### src/rtl/control_sequencer.sv
// Microcode-style control sequencer for a small accumulator machine: a fixed
// six T-state fetch/execute ring with an opcode decode in T4-T6 and a sticky HALT.
module control_sequencer (
   input  logic       MainClock,
   input  logic       ResetN,
   input  logic       Run,
   input  logic [3:0] Opcode,
   input  logic       CarryFlag,
   output logic       PcEnable,
   output logic       PcInc,
   output logic       PcLoad,
   output logic       MarLatch,
   output logic       RamEnable,
   output logic       IrLatch,
   output logic       IrEnable,
   output logic       ClearA,
   output logic       LatchA,
   output logic       EnableA,
   output logic       LatchB,
   output logic       AluEnable,
   output logic       AluSub,
   output logic       LatchOut,
   output logic [2:0] TState,
   output logic       Halted,
   output logic [7:0] InstrCount
);

   typedef enum logic [2:0] {
      Idle = 3'd0,
      T1   = 3'd1,
      T2   = 3'd2,
      T3   = 3'd3,
      T4   = 3'd4,
      T5   = 3'd5,
      T6   = 3'd6,
      Halt = 3'd7
   } stateT;

   localparam logic [3:0] OpLda = 4'b0000;
   localparam logic [3:0] OpAdd = 4'b0001;
   localparam logic [3:0] OpSub = 4'b0010;
   localparam logic [3:0] OpLdi = 4'b0101;
   localparam logic [3:0] OpJmp = 4'b0110;
   localparam logic [3:0] OpJc  = 4'b0111;
   localparam logic [3:0] OpOut = 4'b1110;
   localparam logic [3:0] OpHlt = 4'b1111;

   stateT state;
   stateT nextState;
   logic  instrDone;

   // Run is a level start request with no acknowledge; it is only looked at in Idle.
   always_ff @(posedge MainClock) begin
      if (!ResetN) begin
         state      <= Idle;
         InstrCount <= 8'd0;
      end else begin
         state <= nextState;
         if (instrDone) begin
            InstrCount <= InstrCount + 8'd1;
         end
      end
   end

   always_comb begin
      nextState = state;
      PcEnable  = 1'b0;
      PcInc     = 1'b0;
      PcLoad    = 1'b0;
      MarLatch  = 1'b0;
      RamEnable = 1'b0;
      IrLatch   = 1'b0;
      IrEnable  = 1'b0;
      ClearA    = 1'b0;
      LatchA    = 1'b0;
      EnableA   = 1'b0;
      LatchB    = 1'b0;
      AluEnable = 1'b0;
      AluSub    = 1'b0;
      LatchOut  = 1'b0;
      case (state)
         Idle: begin
            ClearA = 1'b1;
            if (Run) nextState = T1;
         end
         T1: begin
            PcEnable  = 1'b1;
            MarLatch  = 1'b1;
            nextState = T2;
         end
         T2: begin
            PcInc     = 1'b1;
            nextState = T3;
         end
         T3: begin
            RamEnable = 1'b1;
            IrLatch   = 1'b1;
            nextState = T4;
         end
         T4: begin
            nextState = T5;
            case (Opcode)
               OpLda, OpAdd, OpSub: begin
                  IrEnable = 1'b1;
                  MarLatch = 1'b1;
               end
               OpLdi: begin
                  IrEnable = 1'b1;
                  LatchA   = 1'b1;
               end
               OpJmp: begin
                  IrEnable = 1'b1;
                  PcLoad   = 1'b1;
               end
               OpJc: begin
                  IrEnable = 1'b1;
                  PcLoad   = CarryFlag;
               end
               OpOut: begin
                  EnableA  = 1'b1;
                  LatchOut = 1'b1;
               end
               OpHlt:   nextState = Halt;
               default: ;
            endcase
         end
         T5: begin
            nextState = T6;
            case (Opcode)
               OpLda: begin
                  RamEnable = 1'b1;
                  LatchA    = 1'b1;
               end
               OpAdd, OpSub: begin
                  RamEnable = 1'b1;
                  LatchB    = 1'b1;
               end
               default: ;
            endcase
         end
         T6: begin
            nextState = T1;
            if (Opcode == OpAdd || Opcode == OpSub) begin
               AluEnable = 1'b1;
               LatchA    = 1'b1;
               AluSub    = (Opcode == OpSub);
            end
         end
         Halt: ;
      endcase
   end

   // An instruction retires when the ring closes or when HLT parks the machine.
   assign instrDone = ((state == T6) && (nextState == T1)) ||
                      ((state == T4) && (nextState == Halt));

   assign TState = state;
   assign Halted = (state == Halt);

endmodule
### config.mk
export PLATFORM = sky130hd
export DESIGN_NAME = control_sequencer
export DESIGN_NICKNAME = d
export VERILOG_FILES = /design/src/rtl/control_sequencer.sv
export SDC_FILE = /design/constraint.sdc
export NUM_CORES = 1
export LEC_CHECK = 0
export ABC_CLOCK_PERIOD_IN_PS = 2700
export CAP_MARGIN = 20
export CORE_UTILIZATION = 40
export CTS_CLUSTER_DIAMETER = 80
export CTS_CLUSTER_SIZE = 8
export DETAILED_ROUTE_END_ITERATION = 16
export PLACE_DENSITY_LB_ADDON = 0.1
export SLEW_MARGIN = 20
export SYNTH_ARGS = -nofsm -noshare
export SYNTH_HDL_FRONTEND = slang
export SYNTH_SLANG_ARGS = --single-unit
### constraint.sdc
create_clock -name MainClock -period 2.7 [get_ports MainClock]
set_input_delay 0.81 -clock MainClock [delete_from_list [all_inputs] [get_ports MainClock]]
set_output_delay 0.81 -clock MainClock [all_outputs]
set_load 0.05 [all_outputs]
==> summary.txt, run 1 <==
Layout
  • Multi-input gate area: 567 sq um
  • Nets: 149
  • Non-filler cells, final: 164
  • Final Util: 0.822
  • FILL cells: 114
  • Storage element area: 220 sq um
  • Layout overhead on the synthesized area: 90.1%
  • ANT cells: 0
  • Share of cells above drive strength 1: 0.424

Worst setup path
  • Critical Path AT: 1.81 ns
  • Worst reg2reg setup slack: 1.03 ns
  • Crit path cell chain: buf_2, nor2_4, nand4b_1, a21oi_2, a2bb2oi_4, buf_12
  • Crit-path slowest cell: a21oi_2
  • Worst path bufs/invs: 2
  • Crit end category: output port
  • CP required: 1.89 ns
  • R2r startpoint: TState[0]$_SDFF_PN0_
  • Crit-path max cell delay: 0.24 ns
  • Reg2reg end: InstrCount[5]$_SDFFE_PN0P_
  • Cell count of the worst reg-to-reg path: 5
  • Kind of critical path: in -> out
  • Crit path launch type: input port
  • CP Max Fanout: 3
  • Top cell family by delay on the critical path: compound AO/OA/AOI/OAI gates

Pwr
  • Seq pwr share: 0.388
  • Net switching power: 0.164 mW
  • Comb pwr share: 0.370
  • Pleak: 0.588 nW
  • Pwr Density: 320 mW/mm^2
  • Clock power share: 0.242
  • Int Pwr: 0.295 mW
  • Sw Share: 0.357
  • Maximum vdd drop: 0.000276 V

Synth
  • Yosys warnings: 0
  • Post-synth top area share: 0.292
  • Distinct cells, synth: 32
  • Mapped cell area: 754 sq um
  • Post-Syn Instances: 94
  • Register bit total from synthesis: 11
  • Dominant cells by area after synthesis: dfxtp_1 29%, xor2_1 8.1%, and2_1 6.6%
  • Sequential-to-total area share from yosys stat: 0.292
  • Avg Inst Size Synth: 8.03 sq um
  • Post-synth top area cell: dfxtp_1
  • Syn_nets: 103

Detailed routing
  • Via count: 818
  • Initial DRT Pass Iterations: 3
  • Vias/cell: 4.99
  • Met1 WL: 870 um
  • Met3 wire length: 84 um
  • Met2 WL post-DR: 1.17 mm
  • ANT nets after route: 0
  • 1st-iter DRT viols: 10
  • Total wire length: 2.16 mm
  • Routed len/inst: 13.2 um
  • DR top layer: met4
  • DRC: 0

Timing
  • Max Slew Vio Count: 0
  • Final setup violation count: 0
  • Relative slew slack: 0.663
  • Clk_skew: 0.00349 ns
  • RSZ-0062 raised after global routing: false
  • FMAX: 382 MHz
  • Worst slew pin tran: 0.504 ns
  • Tmin final: 2.62 ns
  • Final Hold Vio Count: 0
  • Final period utilization: 0.969
  • Total negative slack: 0 ns

Hold path
  • Hold path start: InstrCount[7]$_SDFFE_PN0P_
  • Hold Path Class: reg -> reg
  • Hold Path Depth: 2
  • Min-Delay Endpoint: InstrCount[7]$_SDFFE_PN0P_

Global route
  • All-Layer GR Usage: 0.233
  • Largest net degree at the start of global routing: 12
  • Grt total ovfl: 0
  • First-pass GRT wire length: 3.50 mm
  • Antenna violations before repair: 0
  • Vias in the first global route: 800

Placed design
  • Dpl cells: 161
  • DP HPWL: 1.64 mm
  • IO Port Bufs: 33
  • Routability Congestion: 0.838

Floorplan
  • Rows: 15
  • Die extent in y: 45.4 um
  • # IOs: 34
  • Starting density of the core: 0.432
  • Area of the core: 0.00175 sq mm
  • Die W: 45.4 um
  • Die Area: 0.00206 sq mm

Clock tree
  • CTS buffer count: 3
  • Max Root-Sink Buffers: 2
  • Clk sinks: 11
  • Setup Buffers After CTS: 0
  • H-tree depth: 1
  • Worst-path clk slew: 0.06 ns
  • Root buf cell: clkbuf_4
  • Clock Latency Late Sink: 0.27 ns
  • TritonCTS clock tree: built

Status
  • Outcome: finished clean

Job
  • Max-cap violation count: 0
## synthesized netlist by cell type
| master | n |
|---|---|
| a21boi_0 | 2 |
| a21oi_1 | 3 |
| a2bb2oi_1 | 1 |
| a31o_2 | 1 |
| a41oi_4 | 1 |
| and2_1 | 8 |
| buf_1 | 1 |
| buf_2 | 3 |
| buf_4 | 1 |
| clkbuf_1 | 3 |
| clkbuf_2 | 1 |
| dfxtp_1 | 11 |
| ha_1 | 1 |
| inv_1 | 3 |
| nand2_1 | 8 |
| nand2b_1 | 2 |
| nand3_1 | 4 |
| nand3b_1 | 1 |
| nand4b_1 | 2 |
| nor2_1 | 9 |
| nor3_1 | 3 |
| nor3b_1 | 3 |
| nor4_1 | 4 |
| nor4_2 | 2 |
| nor4b_2 | 1 |
| o211ai_1 | 1 |
| o21ai_0 | 2 |
| o22ai_1 | 1 |
| o31ai_1 | 1 |
| o32ai_1 | 1 |
| xnor2_1 | 2 |
| xor2_1 | 7 |
## registers in the layout, summed over array words and instances, names as in the netlist
signal and count:
InstrCount 8, TState 3
## worst register-to-register path, cell delays in order, from the launching register on
cell	delay [ns]
dfxtp_1	0.41
nand2b_1	0.35
buf_4	0.24
nor4_2	0.31
xor2_1	0.10
and2_1	0.16
## cells by family after synthesis
logic type	after synthesis	synth area share
compound gates	14	0.153
flops	11	0.292
buf+inv	12	0.0713
fa+ha+maj	1	0.0166
simple gates	47	0.363
xor+xnor	9	0.104
## power by group through the flow
stage | registers (mW) | logic (mW) | clock network (mW)
2_1_floorplan | 0.185 | 0.0943 | 0
3_3_place_gp | 0.181 | 0.166 | 0
3_5_place_dp | 0.181 | 0.169 | 0
4_1_cts | 0.178 | 0.173 | 0.114
5_1_grt | 0.179 | 0.179 | 0.120
6_report | 0.178 | 0.170 | 0.111
## layout make-up
class	instances	share of cell area
multi-input cells	71	0.395
clock buffers	4	0.0183
well taps	25	0.0218
flip-flops and latches	11	0.154
repair buffers	50	0.403
inverters	3	0.00785
## timing repair
action	4_1_cts	5_1_grt
pin swaps	5	3
gates resized for setup	22	6
endpoints found under the setup margin	10	2
hold buffers	0	0
## how the worst max path moves through the flow
stage | from | to | slack (ns) | depth (start not counted)
finish | Opcode[3] | LatchA | 0.08 | 6
global route | TState[0]$_SDFF_PN0_ | LatchA | 0.04 | 5
CTS | Opcode[2] | IrEnable | 0.0002 | 7
detailed placement | Opcode[3] | LatchA | -0.40 | 6
global placement | Opcode[2] | LatchA | -0.27 | 6
floorplan | TState[1]$_SDFF_PN0_ | MarLatch | -0.22 | 4
## through the flow
step	area, sq um	worst slack, ns	hold slack, ns	power (mW)
3_3_place_gp	1390	-0.266	0.539	0.347
4_1_cts	1440	0.000213	0.596	0.465
2_1_floorplan	823	-0.216	0.759	0.280
6_report	1430	0.0845	0.596	0.458
3_5_place_dp	1390	-0.399	0.585	0.350
5_1_grt	1430	0.0373	0.617	0.478
## placed cells by master, fill, tap and decap left out, types with 2 or more instances in the layout
cell type / n
a21boi_0: 2
a21oi_1: 2
and2_1: 8
buf_12: 10
buf_2: 3
buf_4: 22
bufbuf_16: 2
clkbuf_4: 3
clkdlybuf4s50_1: 12
dfxtp_1: 11
inv_1: 2
nand2_1: 8
nand2b_1: 2
nand3_1: 4
nand4b_1: 2
nor2_1: 5
nor2_2: 3
nor3_1: 3
nor3b_2: 2
nor4_2: 5
xnor2_1: 2
xor2_1: 7
## routing by layer
metal / track usage / vias up
li1: - / 414
met1: 0.267 / 377
met3: 0.0159 / 6
met4: 0.103 / 0
met2: 0.434 / 21
met5: 0 / -
No activity file was read; power rests on OpenSTA's default activity.
==> run 2: changes to the inputs <==
--- a/config.mk
+++ b/config.mk
@@ -5,9 +5,9 @@
 export SDC_FILE = /design/constraint.sdc
 export NUM_CORES = 1
 export LEC_CHECK = 0
-export ABC_CLOCK_PERIOD_IN_PS = 2700
+export ABC_CLOCK_PERIOD_IN_PS = 2300
 export CAP_MARGIN = 20
-export CORE_UTILIZATION = 40
+export CORE_UTILIZATION = 36
 export CTS_CLUSTER_DIAMETER = 80
 export CTS_CLUSTER_SIZE = 8
 export DETAILED_ROUTE_END_ITERATION = 16
==> constraint.sdc (replaced) <==
create_clock -name MainClock -period 2.3 [get_ports MainClock]
set_input_delay 0.69 -clock MainClock [delete_from_list [all_inputs] [get_ports MainClock]]
set_output_delay 0.69 -clock MainClock [all_outputs]
set_load 0.05 [all_outputs]
==> run 2 against run 1 <==
Utilization shrank 2.5 points. Sequential cell count is the same. Non-clock buffer count grew 5. Register-to-register slack lost 0.25 ns. Sequential power grew 18%. Global-route usage shrank 2.0 points. Largest power group is now combinational logic. Highest routed layer unchanged.
==> summary.txt, run 2 (same netlist as run 1, synthesis figures left out) <==
Status
  • Outcome: finished clean

Timing
  • Relative slew slack: 0.670 (+0.00641)
  • Final Hold Vio Count: 0 (unchanged)
  • RSZ-0062 raised after global routing: true
  • Total negative slack: 0 ns (unchanged)
  • Final period utilization: 0.994
  • FMAX: 437 MHz
  • Tmin final: 2.29 ns
  • Final WS setup: 0.0139 ns (-0.0706 ns)
  • Max Slew Vio Count: 0 (unchanged)
  • Clk_skew: 0.00161 ns (-0.00188 ns)
  • Worst slew pin tran: 0.494 ns (-0.00958 ns)
  • Hold Slack: 0.513 ns (-0.0829 ns)
  • Final setup violation count: 0 (unchanged)

Global route
  • All-Layer GR Usage: 0.213 (-0.0197)
  • Grt total ovfl: 0 (unchanged)
  • First-pass GRT wire length: 3.33 mm (-4.9%)
  • Antenna violations before repair: 0 (unchanged)
  • Largest net degree at the start of global routing: 15 (+3)
  • Vias in the first global route: 739 (-7.6%)

Clock tree
  • Hold-fix buffers at CTS: 0 (unchanged)
  • Root buf cell: clkbuf_4
  • CTS buffer count: 3 (unchanged)
  • Clk sinks: 11 (unchanged)
  • Max Root-Sink Buffers: 2 (unchanged)
  • Worst-path clk slew: 0.07 ns (about the same)
  • H-tree depth: 1 (unchanged)
  • Clock Latency Late Sink: 0.28 ns (about the same)
  • TritonCTS clock tree: built

Job
  • Max-cap violation count: 0 (unchanged)

Placed design
  • DP HPWL: 1.79 mm (+9.2%)
  • Routability Congestion: 0.805 (-3.9%)
  • IO Port Bufs: 33 (unchanged)
  • Dpl cell area: 0.00148 sq mm (+6.3%)
  • Pre-CTS WS: -0.536 ns (-0.138 ns)

Pwr
  • Pwr Density: 369 mW/mm^2 (+16%)
  • Overall Power: 0.577 mW (+26%)
  • Maximum vdd drop: 0.000354 V (+28%)
  • Pleak: 0.623 nW (+5.9%)

Detailed routing
  • Via count: 861 (+5.3%)
  • 1st-iter DRT viols: 15 (+5)
  • DRC: 0 (unchanged)
  • Initial DRT Pass Iterations: 4 (+1)
  • Total wire length: 2.31 mm (+6.8%)
  • Vias/cell: 5.04 (+0.95%)
  • ANT nets after route: 0 (unchanged)
  • Routed len/inst: 13.5 um (+2.4%)

Floorplan
  • Die Area: 0.00228 sq mm (+11%)
  • # IOs: 34 (unchanged)
  • Area of the core: 0.00196 sq mm (+12%)
  • Starting density of the core: 0.385 (-0.0477)
  • Rows: 16 (+1)
  • Die extent in y: 47.8 um (+5.2%)
  • Die W: 47.8 um (+5.2%)

Layout
  • Most common cell after layout, fill and taps aside: buf_4
  • Most frequent cells in the layout: 26 x buf_4, 14 x buf_12, 10 x clkdlybuf4s50_1, 8 x dfxtp_1, 8 x and2_1
  • Nets: 154 (+3.4%)
  • Max FFs per register: 8 (unchanged)
  • ANT cells: 0 (unchanged)
  • Share of cells above drive strength 1: 0.514 (+0.0894)
  • Biggest register: InstrCount
  • Final Instance Area: 0.00156 sq mm (+9.0%)
  • Layout overhead on the synthesized area: 107%

Worst setup path
  • Crit path launch type: input port
  • Kind of critical path: in -> out
  • CP Max Fanout: 4 (+1)
  • Crit end category: output port
  • Worst reg2reg setup slack: 0.78 ns (-0.25 ns)
  • Critical Path AT: 1.60 ns (-0.21 ns)
  • CP required: 1.61 ns (-0.28 ns)

Hold path
  • Hold Path Class: reg -> reg
run 2: cell types whose count changed in the layout (fill, tap and decap cells not counted), moves of 3 or more:
cell | before | now
nor2_2 | 3 | 0
dfxtp_1 | 11 | 8
nand2_1 | 8 | 5
buf_4 | 22 | 26
buf_12 | 10 | 14
nor2_4 | 1 | 4
nor4_2 | 5 | 2
run 2: area by class of cell:
class | count | area, sq um
multi-input cells | 71 | 646
repair buffers | 55 | 617
fillers | 135 | 399
inverters | 3 | 11.3
well taps | 27 | 33.8
clock buffers | 4 | 26.3
flip-flops and latches | 11 | 229
run 2: report_power, final:
part | switching (mW) | total [mW] | internal [mW]
Sequential | 0.0147 | 0.210 | 0.196
Clock | 0.0680 | 0.135 | 0.0675
Combinational | 0.128 | 0.231 | 0.103
Total | 0.210 | 0.577 | 0.366
run 2: per-layer routing:
metal  global-route usage  part of all wire  vias to the layer above
li1                     -                 -                      431
met1                0.250              0.39                      396
met2                0.384              0.54                       29
met3               0.0113             0.042                        5
met4                0.117             0.023                        0
met5                    0                 0                        -
run 2: worst paths after layout:
check / cells after the start / endpoint / from
worst max-delay path: 6 / LatchA / Opcode[2]
worst min-delay path: 1 / TState[0]$_SDFF_PN0_ / TState[0]$_SDFF_PN0_
worst max register to register: 6 / InstrCount[0]$_SDFFE_PN0P_ / TState[1]$_SDFF_PN0_
worst min register to register: 1 / TState[0]$_SDFF_PN0_ / TState[0]$_SDFF_PN0_
run 2: timing repair:
item,CTS,global route
gates resized for setup,26,10
gates cloned,0,0
setup buffers,2,1
pin swaps,9,6
endpoints found under the setup margin,10,8
run 2: critical path: stages:
cell,delay [ns]
buf_12,0.11
xnor2_1,0.11
nor4_1,0.22
buf_4,0.16
a2bb2oi_4,0.15
buf_12,0.15
run 2: per-stage QoR:
step | utilization | cells
2_1_floorplan | - | 94
3_3_place_gp | 0.752 | 164
3_5_place_dp | 0.752 | 164
4_1_cts | 0.776 | 170
5_1_grt | 0.797 | 171
6_report | 0.797 | 171
==> run 3: changes to the inputs <==
--- a/config.mk
+++ b/config.mk
@@ -11,7 +11,7 @@
 export CTS_CLUSTER_DIAMETER = 80
 export CTS_CLUSTER_SIZE = 8
 export DETAILED_ROUTE_END_ITERATION = 16
-export PLACE_DENSITY_LB_ADDON = 0.1
+export PLACE_DENSITY = 0.74
 export SLEW_MARGIN = 20
 export SYNTH_ARGS = -nofsm -noshare
 export SYNTH_HDL_FRONTEND = slang
==> run 3 against run 2 <==
The flow now finishes with violations (negative setup slack). Hold slack gained 0.023 ns. Wire length grew 7.2%. Maximum frequency shrank 2.2%. Clock skew grew 0.00051 ns. Die area is the same. Highest routed layer unchanged. Non-clock buffer count is the same. Count of clock-buffer cells in the layout is the same. Sequential share of layout area shrank 0.18 points. Sequential cell count is the same. Via count grew 2.7%. Global-route usage grew 2.8 points.
==> summary.txt, run 3 (same netlist as run 1, synthesis figures left out) <==
Status
  • Outcome: finished with violations
  • Failing checks: negative setup slack

Worst setup path
  • Crit path cell chain: buf_8, nor2_4, nand4b_1, a21oi_2, a2bb2oi_4, buf_12
  • Critical path depth: 6 (unchanged)
  • Worst path bufs/invs: 2 (-1)
  • CP Max Fanout: 4 (unchanged)
  • Top cell family by delay on the critical path: compound AO/OA/AOI/OAI gates
  • Crit-path slowest cell: a21oi_2
  • CP required: 1.61 ns (about the same)
  • Crit path launch type: input port
  • Crit end category: output port
  • Worst reg2reg setup slack: 0.75 ns (-0.03 ns)
  • Kind of critical path: in -> out
  • Crit-path max cell delay: 0.25 ns (+0.03 ns)
  • Critical Path AT: 1.65 ns (+0.05 ns)
  • Cell count of the worst reg-to-reg path: 5 (-1)

Layout
  • Storage element area: 226 sq um (-1.1%)
  • Max FFs per register: 8 (unchanged)
  • Biggest register: InstrCount
  • Nets: 154 (unchanged)
  • Non-filler cells, final: 171 (unchanged)
  • FILL cells: 134 (-0.74%)
  • Most frequent cells in the layout: 27 x buf_4, 13 x buf_12, 10 x clkdlybuf4s50_1, 8 x dfxtp_1, 8 x and2_1
  • ANT cells: 0 (unchanged)
  • Layout overhead on the synthesized area: 107%
  • Share of cells above drive strength 1: 0.514 (unchanged)
  • Multi-input gate area: 649 sq um (+0.58%)
  • Most common cell after layout, fill and taps aside: buf_4

Placed design
  • DP HPWL: 1.82 mm (+1.7%)
  • Dpl cells: 165 (+0.61%)
  • IO Port Bufs: 33 (unchanged)
  • Routability Congestion: 0.840 (+4.3%)
  • Pre-CTS WS: -0.507 ns (+0.0294 ns)

Pwr
  • Maximum vdd drop: 0.000348 V (-1.8%)
  • Overall Power: 0.571 mW (-0.94%)
  • Pleak: 0.621 nW (-0.25%)
  • Pwr Density: 365 mW/mm^2 (-1.1%)

Job
  • Max-cap violation count: 0 (unchanged)

Timing
  • Final setup violation count: 1 (+1)
  • Total negative slack: -0.0386 ns (-0.0386 ns)
  • FMAX: 428 MHz (-2.2%)
  • Final WS setup: -0.0386 ns (-0.0525 ns)
  • RSZ-0062 raised after global routing: true
  • Final period utilization: 1.02 (+0.0228)
  • Tmin final: 2.34 ns (+0.0525 ns)
  • Worst slew pin tran: 0.508 ns (+0.0136 ns)
  • Max Slew Vio Count: 0 (unchanged)
  • Relative slew slack: 0.661 (-0.00911)
  • Clk_skew: 0.00212 ns (+0.000513 ns)
  • Hold Slack: 0.536 ns (+0.0233 ns)
  • Final Hold Vio Count: 0 (unchanged)

Hold path
  • Hold Path Class: reg -> reg
  • Hold Path Depth: 1 (unchanged)

Detailed routing
  • Total wire length: 2.48 mm (+7.2%)
  • Initial DRT Pass Iterations: 4 (unchanged)
  • ANT nets after route: 0 (unchanged)
  • Routed len/inst: 14.5 um (+7.2%)
  • Vias/cell: 5.17 (+2.7%)
  • Via count: 884 (+2.7%)
  • 1st-iter DRT viols: 7 (-8)
  • DRC: 0 (unchanged)

Floorplan
  • Rows: 16 (unchanged)
  • Starting density of the core: 0.385 (unchanged)
  • Area of the core: 0.00196 sq mm (unchanged)
  • # IOs: 34 (unchanged)
  • Die extent in y: 47.8 um (unchanged)
  • Die W: 47.8 um (unchanged)
  • Die Area: 0.00228 sq mm (unchanged)

Clock tree
  • TritonCTS clock tree: built
  • Max Root-Sink Buffers: 2 (unchanged)
  • Hold-fix buffers at CTS: 0 (unchanged)
  • Root buf cell: clkbuf_4
  • Clk sinks: 11 (unchanged)
  • Clock Latency Late Sink: 0.27 ns (about the same)
  • Worst-path clk slew: 0.07 ns (about the same)
  • H-tree depth: 1 (unchanged)
  • CTS buffer count: 3 (unchanged)

Global route
  • Antenna violations before repair: 0 (unchanged)
  • First-pass GRT wire length: 3.75 mm (+13%)
  • Grt total ovfl: 0 (unchanged)
  • Largest net degree at the start of global routing: 13 (-2)
  • Vias in the first global route: 831 (+12%)
  • All-Layer GR Usage: 0.241 (+0.0276)
[run 3: stage by stage]
step / util / instance area (sq um)
after floorplan: - / 932
after global placement: 0.756 / 1480
after detailed placement: 0.756 / 1480
after CTS: 0.792 / 1550
after global routing: 0.798 / 1570
final: 0.798 / 1570
[run 3: area by class of cell]
| type | count | share of cell area |
|---|---|---|
| Clock buffer | 4 | 0.0168 |
| Inverter | 3 | 0.00719 |
| Multi-Input combinational cell | 71 | 0.415 |
| Sequential cell | 11 | 0.145 |
| Tap cell | 27 | 0.0216 |
| Timing Repair Buffer | 55 | 0.395 |
[run 3: layer usage]
layer,vias to the layer above,global-route usage,share of wire,wire [um]
met4,0,0.117,0.029,72
met5,-,0,0,0
met2,35,0.473,0.58,1430
li1,427,-,-,-
met1,412,0.247,0.35,856
met3,10,0.0264,0.047,116
[run 3: power breakdown]
part / internal [mW] / switching [mW]
Sequential: 0.196 / 0.0162
Clock: 0.0672 / 0.0640
Combinational: 0.101 / 0.128
Total: 0.364 / 0.208
[run 3: final timing paths]
check,startpoint,to
setup / recovery,Opcode[2],LatchA
hold / removal,TState[0]$_SDFF_PN0_,TState[0]$_SDFF_PN0_
setup reg to reg,TState[1]$_SDFF_PN0_,InstrCount[6]$_SDFFE_PN0P_
hold reg to reg,TState[0]$_SDFF_PN0_,TState[0]$_SDFF_PN0_
[run 3: what timing repair did]
action,CTS,global route
setup endpoints to repair,10,6
pin swaps,8,5
setup buffers,3,1
gates resized for setup,33,3
